$ cat config.mk
export PLATFORM = sky130hd
export DESIGN_NAME = peak_gen
export DESIGN_NICKNAME = d
export VERILOG_FILES = /design/src/rtl/peak_gen_pkg.sv /design/src/rtl/peak_gen_sat_step.sv /design/src/rtl/peak_gen.sv
export SDC_FILE = /design/constraint.sdc
export NUM_CORES = 1
export LEC_CHECK = 0
export BUFFER_PORTS_ARGS = -buffer_cell sky130_fd_sc_hd__buf_4
export CAP_MARGIN = 20
export CORE_ASPECT_RATIO = 2
export CORE_MARGIN = 10
export CORE_UTILIZATION = 50
export DETAILED_ROUTE_END_ITERATION = 6
export HOLD_SLACK_MARGIN = 0.1
export PLACE_DENSITY = 0.75
export SETUP_SLACK_MARGIN = 0.4
export SKIP_LAST_GASP = 1
export SLEW_MARGIN = 10
export SYNTH_ARGS = -nofsm -noshare
export SYNTH_HDL_FRONTEND = slang
export SYNTH_SLANG_ARGS = --single-unit
$ cat constraint.sdc
create_clock -name i_clk -period 9.01 [get_ports i_clk]
set_input_delay 0.901 -clock i_clk [delete_from_list [all_inputs] [get_ports i_clk]]
set_output_delay 0.901 -clock i_clk [all_outputs]
set_load 0.05 [all_outputs]
$ cat src/rtl/peak_gen_pkg.sv
// Shared types and helpers for the peak_gen triangle-wave source.

// 17-bit signed intermediate so that out +/- STEP never wraps.
`ifndef PG_S17_T
`define PG_S17_T logic signed [16:0]
`endif

package peak_gen_pkg;

    typedef logic signed [15:0] rs16_t;   // signed 16-bit request
    typedef logic signed [15:0] ws16_t;   // signed 16-bit waveform sample
    typedef `PG_S17_T s17_t;

    localparam int S16_MAX = 32767;

    // Negative amplitude requests collapse to zero so -amp_l always fits.
    function automatic rs16_t amp_clamp(input rs16_t a);
        return a[15] ? rs16_t'(0) : a;
    endfunction

endpackage

$ cat src/rtl/peak_gen_sat_step.sv
// One saturating step of size i_step toward i_limit; o_hit flags the limit was reached.

module peak_gen_sat_step
    import peak_gen_pkg::*;
(
    input  ws16_t i_cur,
    input  logic  i_up,
    input  rs16_t i_step,
    input  rs16_t i_limit,
    output ws16_t o_next,
    output logic  o_hit
);

    s17_t w_cur;
    s17_t w_step;
    s17_t w_lim;
    s17_t w_raw;

    // Widen, step, and clamp at the limit in the direction of travel.
    always_comb begin
        w_cur  = s17_t'(i_cur);
        w_step = s17_t'(i_step);
        w_lim  = s17_t'(i_limit);
        w_raw  = i_up ? (w_cur + w_step) : (w_cur - w_step);
        o_hit  = i_up ? (w_raw >= w_lim) : (w_raw <= w_lim);
        o_next = o_hit ? i_limit : w_raw[15:0];
    end

endmodule

$ cat src/rtl/peak_gen.sv
// Signed 16-bit triangle-wave generator with programmable peak and optional dwell.

module peak_gen
    import peak_gen_pkg::*;
#(
    parameter int STEP = 100,
    parameter int HOLD = 0
) (
    input  logic  i_clk,
    input  logic  i_rst_n,
    input  logic  i_en,
    input  rs16_t i_amp,
    output ws16_t o_out,
    output logic  o_peak,
    output logic  o_trough,
    output logic  o_busy
);

    typedef enum logic [2:0] {
        StIdle, StRise, StHoldHi, StFall, StHoldLo, StDrain
    } state_e;

    localparam rs16_t       StepV    = rs16_t'((STEP > S16_MAX) ? S16_MAX : STEP);
    localparam bit          HasHold  = (HOLD != 0);
    localparam logic [15:0] HoldLast = HasHold ? 16'(HOLD - 1) : 16'd0;

    state_e      r_state, w_state_nxt;
    ws16_t       r_out, w_out_nxt;
    logic        r_peak, w_peak_nxt;
    logic        r_trough, w_trough_nxt;
    rs16_t       r_amp_l, w_amp_l_nxt;
    logic [15:0] r_cnt, w_cnt_nxt;

    logic        w_drain;
    logic        w_up;
    rs16_t       w_lim;
    ws16_t       w_step_val;
    logic        w_hit;

    // Dropping en in any active state steps toward zero on that same edge.
    always_comb begin
        w_drain = (r_state == StDrain) || ((r_state != StIdle) && !i_en);
        w_up    = 1'b1;
        w_lim   = r_amp_l;
        if (w_drain) begin
            w_up  = r_out[15];
            w_lim = '0;
        end else if (r_state == StFall) begin
            w_up  = 1'b0;
            w_lim = -r_amp_l;
        end
    end

    peak_gen_sat_step u_sat_step (
        .i_cur   (r_out),
        .i_up    (w_up),
        .i_step  (StepV),
        .i_limit (w_lim),
        .o_next  (w_step_val),
        .o_hit   (w_hit)
    );

    // Next-state, next-sample and strobe logic.
    always_comb begin
        w_state_nxt  = r_state;
        w_out_nxt    = r_out;
        w_peak_nxt   = 1'b0;
        w_trough_nxt = 1'b0;
        w_amp_l_nxt  = r_amp_l;
        w_cnt_nxt    = r_cnt;
        if (r_state == StIdle) begin
            w_out_nxt = '0;
            if (i_en) begin
                w_amp_l_nxt = amp_clamp(i_amp);
                w_state_nxt = StRise;
            end
        end else if (w_drain) begin
            w_out_nxt   = w_step_val;
            // Leave only once zero has been visible for a cycle.
            w_state_nxt = ((r_state == StDrain) && (r_out == '0)) ? StIdle : StDrain;
        end else begin
            case (r_state)
                StRise: begin
                    w_out_nxt = w_step_val;
                    if (w_hit) begin
                        w_peak_nxt  = 1'b1;
                        w_cnt_nxt   = '0;
                        w_state_nxt = HasHold ? StHoldHi : StFall;
                    end
                end
                StHoldHi: begin
                    if (r_cnt == HoldLast) w_state_nxt = StFall;
                    else                   w_cnt_nxt   = r_cnt + 16'd1;
                end
                StFall: begin
                    w_out_nxt = w_step_val;
                    if (w_hit) begin
                        w_trough_nxt = 1'b1;
                        w_amp_l_nxt  = amp_clamp(i_amp);
                        w_cnt_nxt    = '0;
                        w_state_nxt  = HasHold ? StHoldLo : StRise;
                    end
                end
                StHoldLo: begin
                    if (r_cnt == HoldLast) w_state_nxt = StRise;
                    else                   w_cnt_nxt   = r_cnt + 16'd1;
                end
                default: w_state_nxt = StDrain;
            endcase
        end
    end

    // State and output registers with asynchronous active-low reset.
    always_ff @(posedge i_clk or negedge i_rst_n) begin
        if (!i_rst_n) begin
            r_state  <= StIdle;
            r_out    <= '0;
            r_peak   <= 1'b0;
            r_trough <= 1'b0;
            r_amp_l  <= '0;
            r_cnt    <= '0;
        end else begin
            r_state  <= w_state_nxt;
            r_out    <= w_out_nxt;
            r_peak   <= w_peak_nxt;
            r_trough <= w_trough_nxt;
            r_amp_l  <= w_amp_l_nxt;
            r_cnt    <= w_cnt_nxt;
        end
    end

    assign o_out    = r_out;
    assign o_peak   = r_peak;
    assign o_trough = r_trough;
    assign o_busy   = (r_state != StIdle);

endmodule

==> results of run 1 <==
sequential cells by signal, summed over array words and instances (netlist names):
register	flops
o_out	16
r_cnt	16
r_amp_l	15
r_state	3
o_peak	1
o_trough	1
critical path: cells and delay by family, from the launching register on:
kind | cells | cell delay [ns]
flip-flops | 1 | 0.54
AO/OA/AOI/OAI | 9 | 2.83
multiplexers | 1 | 0.40
XOR/XNOR | 1 | 0.12
adder cells (fa/ha/maj) | 2 | 0.71
AND/OR/NAND/NOR | 7 | 1.69
stage by stage:
| stage | instances | area (um2) |
|---|---|---|
| floorplan | 483 | 4060 |
| global placement | 592 | 4330 |
| detailed placement | 592 | 4330 |
| CTS | 600 | 4490 |
| global route | 600 | 4490 |
| finish | 600 | 4490 |
Yosys cell counts (10+ instances only):
master	instances
clkbuf_1	15
o21ai_0	51
nand2_1	36
nor3_1	15
nor2_1	51
inv_1	18
nor2b_1	14
xor2_1	15
nor4_1	10
dfrtp_1	52
xnor2_1	12
ha_1	24
a21oi_1	30
final cells by class:
cell class / count / area [um2] / share of cell area, %
Clock buffer: 6 / 129 / 2.87
Timing Repair Buffer: 37 / 278 / 6.18
Tap cell: 96 / 120 / 2.67
Inverter: 20 / 76.3 / 1.70
Clock inverter: 2 / 35.0 / 0.780
Multi-Input combinational cell: 387 / 2550 / 56.8
Sequential cell: 52 / 1300 / 29.0
logic make-up (layout without fill, tap and decap cells):
family | Yosys count | count (layout)
AOI/OAI and AO/OA | 130 | 130
xor gates and xnor gates | 27 | 27
adders and majority gates | 25 | 25
buffers and inverters | 44 | 65
DFF | 52 | 52
muxes | 24 | 24
and+or+nand+nor | 181 | 181
routing by layer:
| metal | part of all wire [%] | track usage (%) |
|---|---|---|
| met3 | 3.3 | 2.21 |
| met2 | 55 | 33.4 |
| met1 | 35 | 16.1 |
| met4 | 6.4 | 12.5 |
| met5 | 0 | 0 |
path summary, 6_finish.rpt:
path,slack [ns],depth (start not counted),start,endpoint
max,2.58,20,r_state[1],r_amp_l[14]
min,0.50,1,r_cnt[15],r_cnt[15]
max reg2reg,2.58,20,r_state[1],r_amp_l[14]
min reg2reg,0.50,1,r_cnt[15],r_cnt[15]
max in group asynchronous,7.93,1,i_rst_n,o_out[12]
min in group asynchronous,0.63,1,i_rst_n,o_peak
==> results.md, run 1 <==
- The run finished with clean final reports.
- For this configuration, the core starts out at a cell density of 51.1%.
- The data arrival time of the worst path is 6.61 ns.
- The last weighted congestion value of the routability-driven placer is 0.920.
- The highest-delay cell along the critical path is o31a_1.
- The clock reaches the later pin of the worst-skew pair after 0.30 ns.
- The number of top-level pins is 38.
- The number of nets with antenna violations after detailed routing is 0.
- The most common cell after layout, fill and taps aside is dfrtp_1.
- The largest net degree at the start of global routing is 53.
- Using the TritonRoute via totals, the vias-per-cell ratio works out to 6.19.
- The number of synthesized flops with an enable pin is 0.
- STA classifies the critical path startpoint as a register.
- The slew at the pin with the worst max-slew slack is 1.06 ns.
- Setup repair after global routing left no endpoint under its margin.
- The clock slew seen by the registers of the worst setup and hold paths is 0.07 ns.
- The root buffer cell chosen for the clock tree is clkbuf_16.
- The net count reported at finish is 546.
- In the synthesized netlist the async set-or-reset flop fraction comes to 100%.
- The synthesized netlist devotes 20.1% of its cell area to compound gates.
- Walking the worst path, the cells encountered are and3b_1, nand2_1, o31a_1, ha_1, or2_2, a21oi_1, a21oi_2, a31o_2, a31oi_1, xor2_1, ha_1, nand4_1, nor4_2, a21oi_1, and4_1, o21a_1, o21ai_4, nand3_1, a21o_1, mux2_4.
- The share of the Yosys chip area taken by registers is 32.1%.
- After filler insertion, the fill cell instance count of the layout stands at 753.
- The final standard cell utilization of the core is 56.6%.
- The mapped netlist covers 4060 um2.
- The smallest clock period supported by the final layout is computed as 6.43 ns.
- The via count of the first global-routing pass was 3733.
- 0 antenna diodes ended up in the layout.
- The worst min-delay path category is register to register.
- The wire length of the first global-routing pass is 17900 um.
- The count of cells resized by post-cts repair is 0.
- The largest total area in the synthesized netlist belongs to dfrtp_1.
- Yosys attributes the largest share of cell area to dfrtp_1 32%, ha_1 7.4%, o21ai_0 6.3%.
- Leaving out fill and tap cells, the most frequent cells in the layout are 52 x dfrtp_1, 51 x nor2_1, 51 x o21ai_0.
- The global-route congestion overflow total is 0.
- Max-cap violations in this run came to 0.
- The die outline area is 12300 um2.
- For this run, design rule violations remaining after detail routing come to 0.
- The setup TNS is 0 ns.
- Timing analysis after detailed placement gives a worst setup slack of 2.44 ns.
- From synthesis to final layout, the design area changed by 10.8%.
- The maximum level of the CTS H-tree is 2.
- The number of DRC markers after the initial detailed-route iteration is 298.
- The number of vias after detailed routing is 3716.
- The post-synth net total is 526.
- The number of antenna violations at the first check in global routing is 0.
- The cell count after synthesis came out at 483.
- In this run, post-CTS hold repair placed 0 buffers.
- Once detailed placement completed, the half-perimeter wirelength came to 8440 um.
- Dividing the synthesized area by the synthesized cell count gives 8.40 um2.
- Dividing the final minimum period by the clock period gives 71.3%.
- The wire length reported by the detailed router is 10900 um.
- Clock tree synthesis inserted a total of 5 buffers.
- The count of distinct cell types in the synthesized netlist is 61.
- After floorplanning, the core was sized to cover 7940 um2.
- The max-slew violation count is 0.
- In this run the tightest slew margin relative to its limit is 29.2%.
- The worst setup path is captured at a register.
- The final number of hold-violating endpoints was 0.
- The simple logic cell fraction of the synthesized area is 22.3%.
- The average routed wire per standard cell is 18.2 um.
- No sink is reached through more buffers than the 2 on the longest clock path.
- The kind of critical path is register to register.
- The timing-limited maximum frequency is 156 MHz.
- The die is 147 um tall.
- The final critical-path setup slack is 2.58 ns.
- Counting flops and latches in the post-synthesis netlist gives 52.
- The critical path data required time is 9.19 ns.
- The global-route total usage across every layer is 17.4%.
- Cells with a size suffix above 1 make up 14.7% of the layout.
- After floorplanning, the core was divided into 46 placement rows.
- Once the clock tree was built, the setup fixing pass inserted 0 buffers.
- On the worst path, the slowest cell contributes a delay of 0.64 ns.
- The fraction of synthesized area in multiplexers is 7.13%.
- The top cell type by area accounts for 32.1% of the synthesized area.
- The Yosys step of the flow raised 0 warnings.
- For the final database, setup skew stands at 0.00689 ns.
- Setup violations remaining at the end of the flow were counted as 0.
- The number of detailed-route iterations in the first pass is 5.
- The number of buffer cells added on primary ports is 37.
- The dominant combinational cell family by area after synthesis is simple AND/OR/NAND/NOR gates.
- The synthesized netlist devotes 5.83% of its cell area to XOR and XNOR gates.
- For this run, the leading register cell type out of synthesis is dfrtp_1.
- After Yosys synthesis, full adders, half adders and majority gates account for 7.65% of the synthesized area.
- TritonCTS built the clock tree.
- The worst hold margin is 0.497 ns.
- The die outline width is 83.7 um.
- The tree built by TritonCTS fans out to 52 sinks.
- The top fanout value on the critical path is 26.
Power of run 1 is left out: the tool's default activity adds up to more than one toggle a clock period on the data nets, which glitch-free logic cannot reach.
==> run 2, diff against run 1 <==
Clock period 9.01 ns to 6 ns, I/O delays scaled along.
==> results.md, run 2 (same netlist as run 1, synthesis figures left out) <==
- The flow ran to the end, and the final reports show no timing, DRC or antenna violations.
- The top fanout value on the critical path came to 12 (-54%).
- The number of sinks handled by clock tree synthesis is 52 (unchanged).
- The number of vias after detailed routing is 3803 (+2.3%).
- The worst clock skew was 0.00977 ns (+0.00288 ns).
- The average routed wire per standard cell is 18.5 um (+1.5%).
- The number of detailed-route iterations in the first pass is 5 (unchanged).
- The die outline area is 12300 um2 (unchanged).
- Setup repair after global routing left no endpoint under its margin.
- The placed wire-length estimate after detailed placement is 8660 um (+2.6%).
- The initial standard-cell utilization of the core is 51.1% (unchanged).
- The row count was 46 (unchanged).
- In this run the critical register-to-register path is captured at r_cnt[10].
- The worst hold margin is 0.323 ns (-0.175 ns).
- The net count reported at finish is 554 (+1.5%).
- The largest net degree at the start of global routing came to 53 (unchanged).
- The CTS tree is done.
- The maximum root-to-sink buffer count was 2 (unchanged).
- The instance count after placement with tap cells included is 599 (+1.2%).
- The number of top-level pins came to 38 (unchanged).
- The number of antenna violations at the first check in global routing is 0 (unchanged).
- The worst min-delay path category is input pin to async pin.
- The final number of hold-violating endpoints was 0 (unchanged).
- The number of buffers created by CTS is 5 (unchanged).
- The last weighted congestion value of the routability-driven placer was 0.985 (+7.1%).
- The critical path data required time is 6.22 ns (-2.97 ns).
- The global-route total usage across every layer is 18.1% (+0.66 points).
- The number of standard cells in the final layout excluding fillers is 608 (+1.3%).
- The kind of critical path is register to register.
- The number of buffer cells added on primary ports is 37 (unchanged).
- CTS placed an instance of clkbuf_16 at the clock tree root.
- The final critical delay including setup and external delays came to 5.26 ns (-1.17 ns).
- The share of cells above drive strength 1 is 17.4% (+2.7 points).
- The die outline width is 83.7 um (unchanged).
- The reported max-cap violation count is 0 (unchanged).
- The top cell types in the final layout, fill and taps aside, are 51 x nor2_1, 51 x o21ai_0, 50 x dfrtp_1.
- The depth of the worst register-to-register path came to 24 (+20%).
- The headroom to the max-slew limit is 44.4% (+15 points).
- The via count of the first global-routing pass was 3865 (+3.5%).
- The timing-limited maximum frequency came to 190 MHz (+22%).
- The startpoint of the worst register-to-register path is r_state[1].
- The max-slew violation count is 0 (unchanged).
- The die span in y was 147 um (unchanged).
- The count of unresolved DRC violations after routing is 0 (unchanged).
- The minimum setup slack among reg-to-reg paths was 0.74 ns (-1.84 ns).
- Relative to the synthesized area, the layout overhead comes to 12.5%.
- The number of DRC markers after the initial detailed-route iteration came to 331 (+11%).
- The number of buffers inserted by hold repair at cts is 0 (unchanged).
- The final critical-path setup slack is 0.739 ns (-1.84 ns).
- The slew at the pin with the worst max-slew slack is 0.831 ns (-0.228 ns).
- The number of buffers inserted to repair setup after CTS is 0 (unchanged).
- The clock slew seen by the registers of the worst setup and hold paths came to 0.08 ns (about the same).
- The setup TNS is 0 ns (unchanged).
- The maximum level of the CTS H-tree is 2 (unchanged).
- The data arrival time of the worst path is 5.48 ns (-1.13 ns).
- The capturing element type of the critical path is a register.
- In this run the worst setup path begins at r_state[1].
- The wire length of the first global-routing pass is 18600 um (+3.7%).
- The number of nets with antenna violations after detailed routing came to 0 (unchanged).
- The clock latency on the worst-skew pair is 0.31 ns (about the same).
- The wire length reported by the detailed router came to 11200 um (+2.8%).
- The detailed-route vias per instance is 6.25 (+0.99%).
- The global-route congestion overflow total is 0 (unchanged).
- The area inside the core boundary is 7940 um2 (unchanged).
- The share of the cycle needed by the critical path after routing is 87.7% (+16 points).
- The worst-case setup slack after placement was 0.531 ns (-1.91 ns).
- The number of fill cells came to 730 (-3.1%).
- The total inserted antenna cells is 0 (unchanged).
- The total setup violations reported at the end of the flow was 0 (unchanged).
- STA classifies the critical path startpoint as a register.
## run 2: cell types whose count changed in the layout (fill, tap and decap cells not counted), sizes merged
| cell | delta |
|---|---|
| clkbuf | -1 |
| clkinvlp | +1 |
| buf | +8 |
| inv | +1 |
| bufinv | -1 |
## run 2: final cells by class
cell class	count	area (um2)	share of cell area, %
Clock inverter	3	27.5	0.604
Clock buffer	5	125	2.74
Sequential cell	52	1300	28.6
Inverter	20	76.3	1.67
Tap cell	96	120	2.63
Multi-Input combinational cell	387	2570	56.4
Timing Repair Buffer	45	338	7.41
## run 2: how the worst max path moves through the flow
stage	end	slack, ns
after floorplan	r_amp_l[10]	0.73
after global placement	r_cnt[3]	0.68
after detailed placement	r_cnt[3]	0.53
after CTS	r_cnt[7]	0.60
after global routing	r_cnt[12]	0.38
final	r_cnt[10]	0.74
## run 2: stage by stage
stage | area [um2] | utilization (%)
2_1_floorplan | 4060 | -
3_3_place_gp | 4380 | 55.2
3_5_place_dp | 4380 | 55.2
4_1_cts | 4540 | 57.1
5_1_grt | 4560 | 57.4
6_report | 4560 | 57.4
## run 2: critical path, stage by stage, from the launching register on
cell	delay [ns]
dfrtp_1	0.41
buf_4	0.19
o21a_1	0.25
o31a_1	0.40
xnor2_1	0.16
ha_1	0.22
o21ai_0	0.18
a21oi_1	0.08
o21ai_0	0.29
nand2_2	0.19
a31oi_1	0.22
nor4_1	0.06
o31ai_1	0.26
ha_1	0.20
nand4_1	0.15
nor4_2	0.29
a21oi_1	0.13
and4_1	0.21
nor3_2	0.26
o21ai_4	0.10
buf_4	0.20
a31oi_4	0.31
buf_4	0.23
o21ai_0	0.09
o21ai_0	0.08
## run 2: repair_timing
action	in CTS	in global routing
endpoints found under the hold margin	0	0
endpoints found under the setup margin	0	30
gates resized for setup	0	6
## run 2: layer usage
metal | vias up | part of all wire, % | GRT usage [%]
met1 | 1846 | 34 | 16.4
met5 | - | 0 | 0
met3 | 43 | 4.1 | 2.66
met4 | 0 | 5.5 | 11.5
li1 | 1782 | - | -
met2 | 132 | 56 | 35.5
Power of run 2 is left out for the same reason.
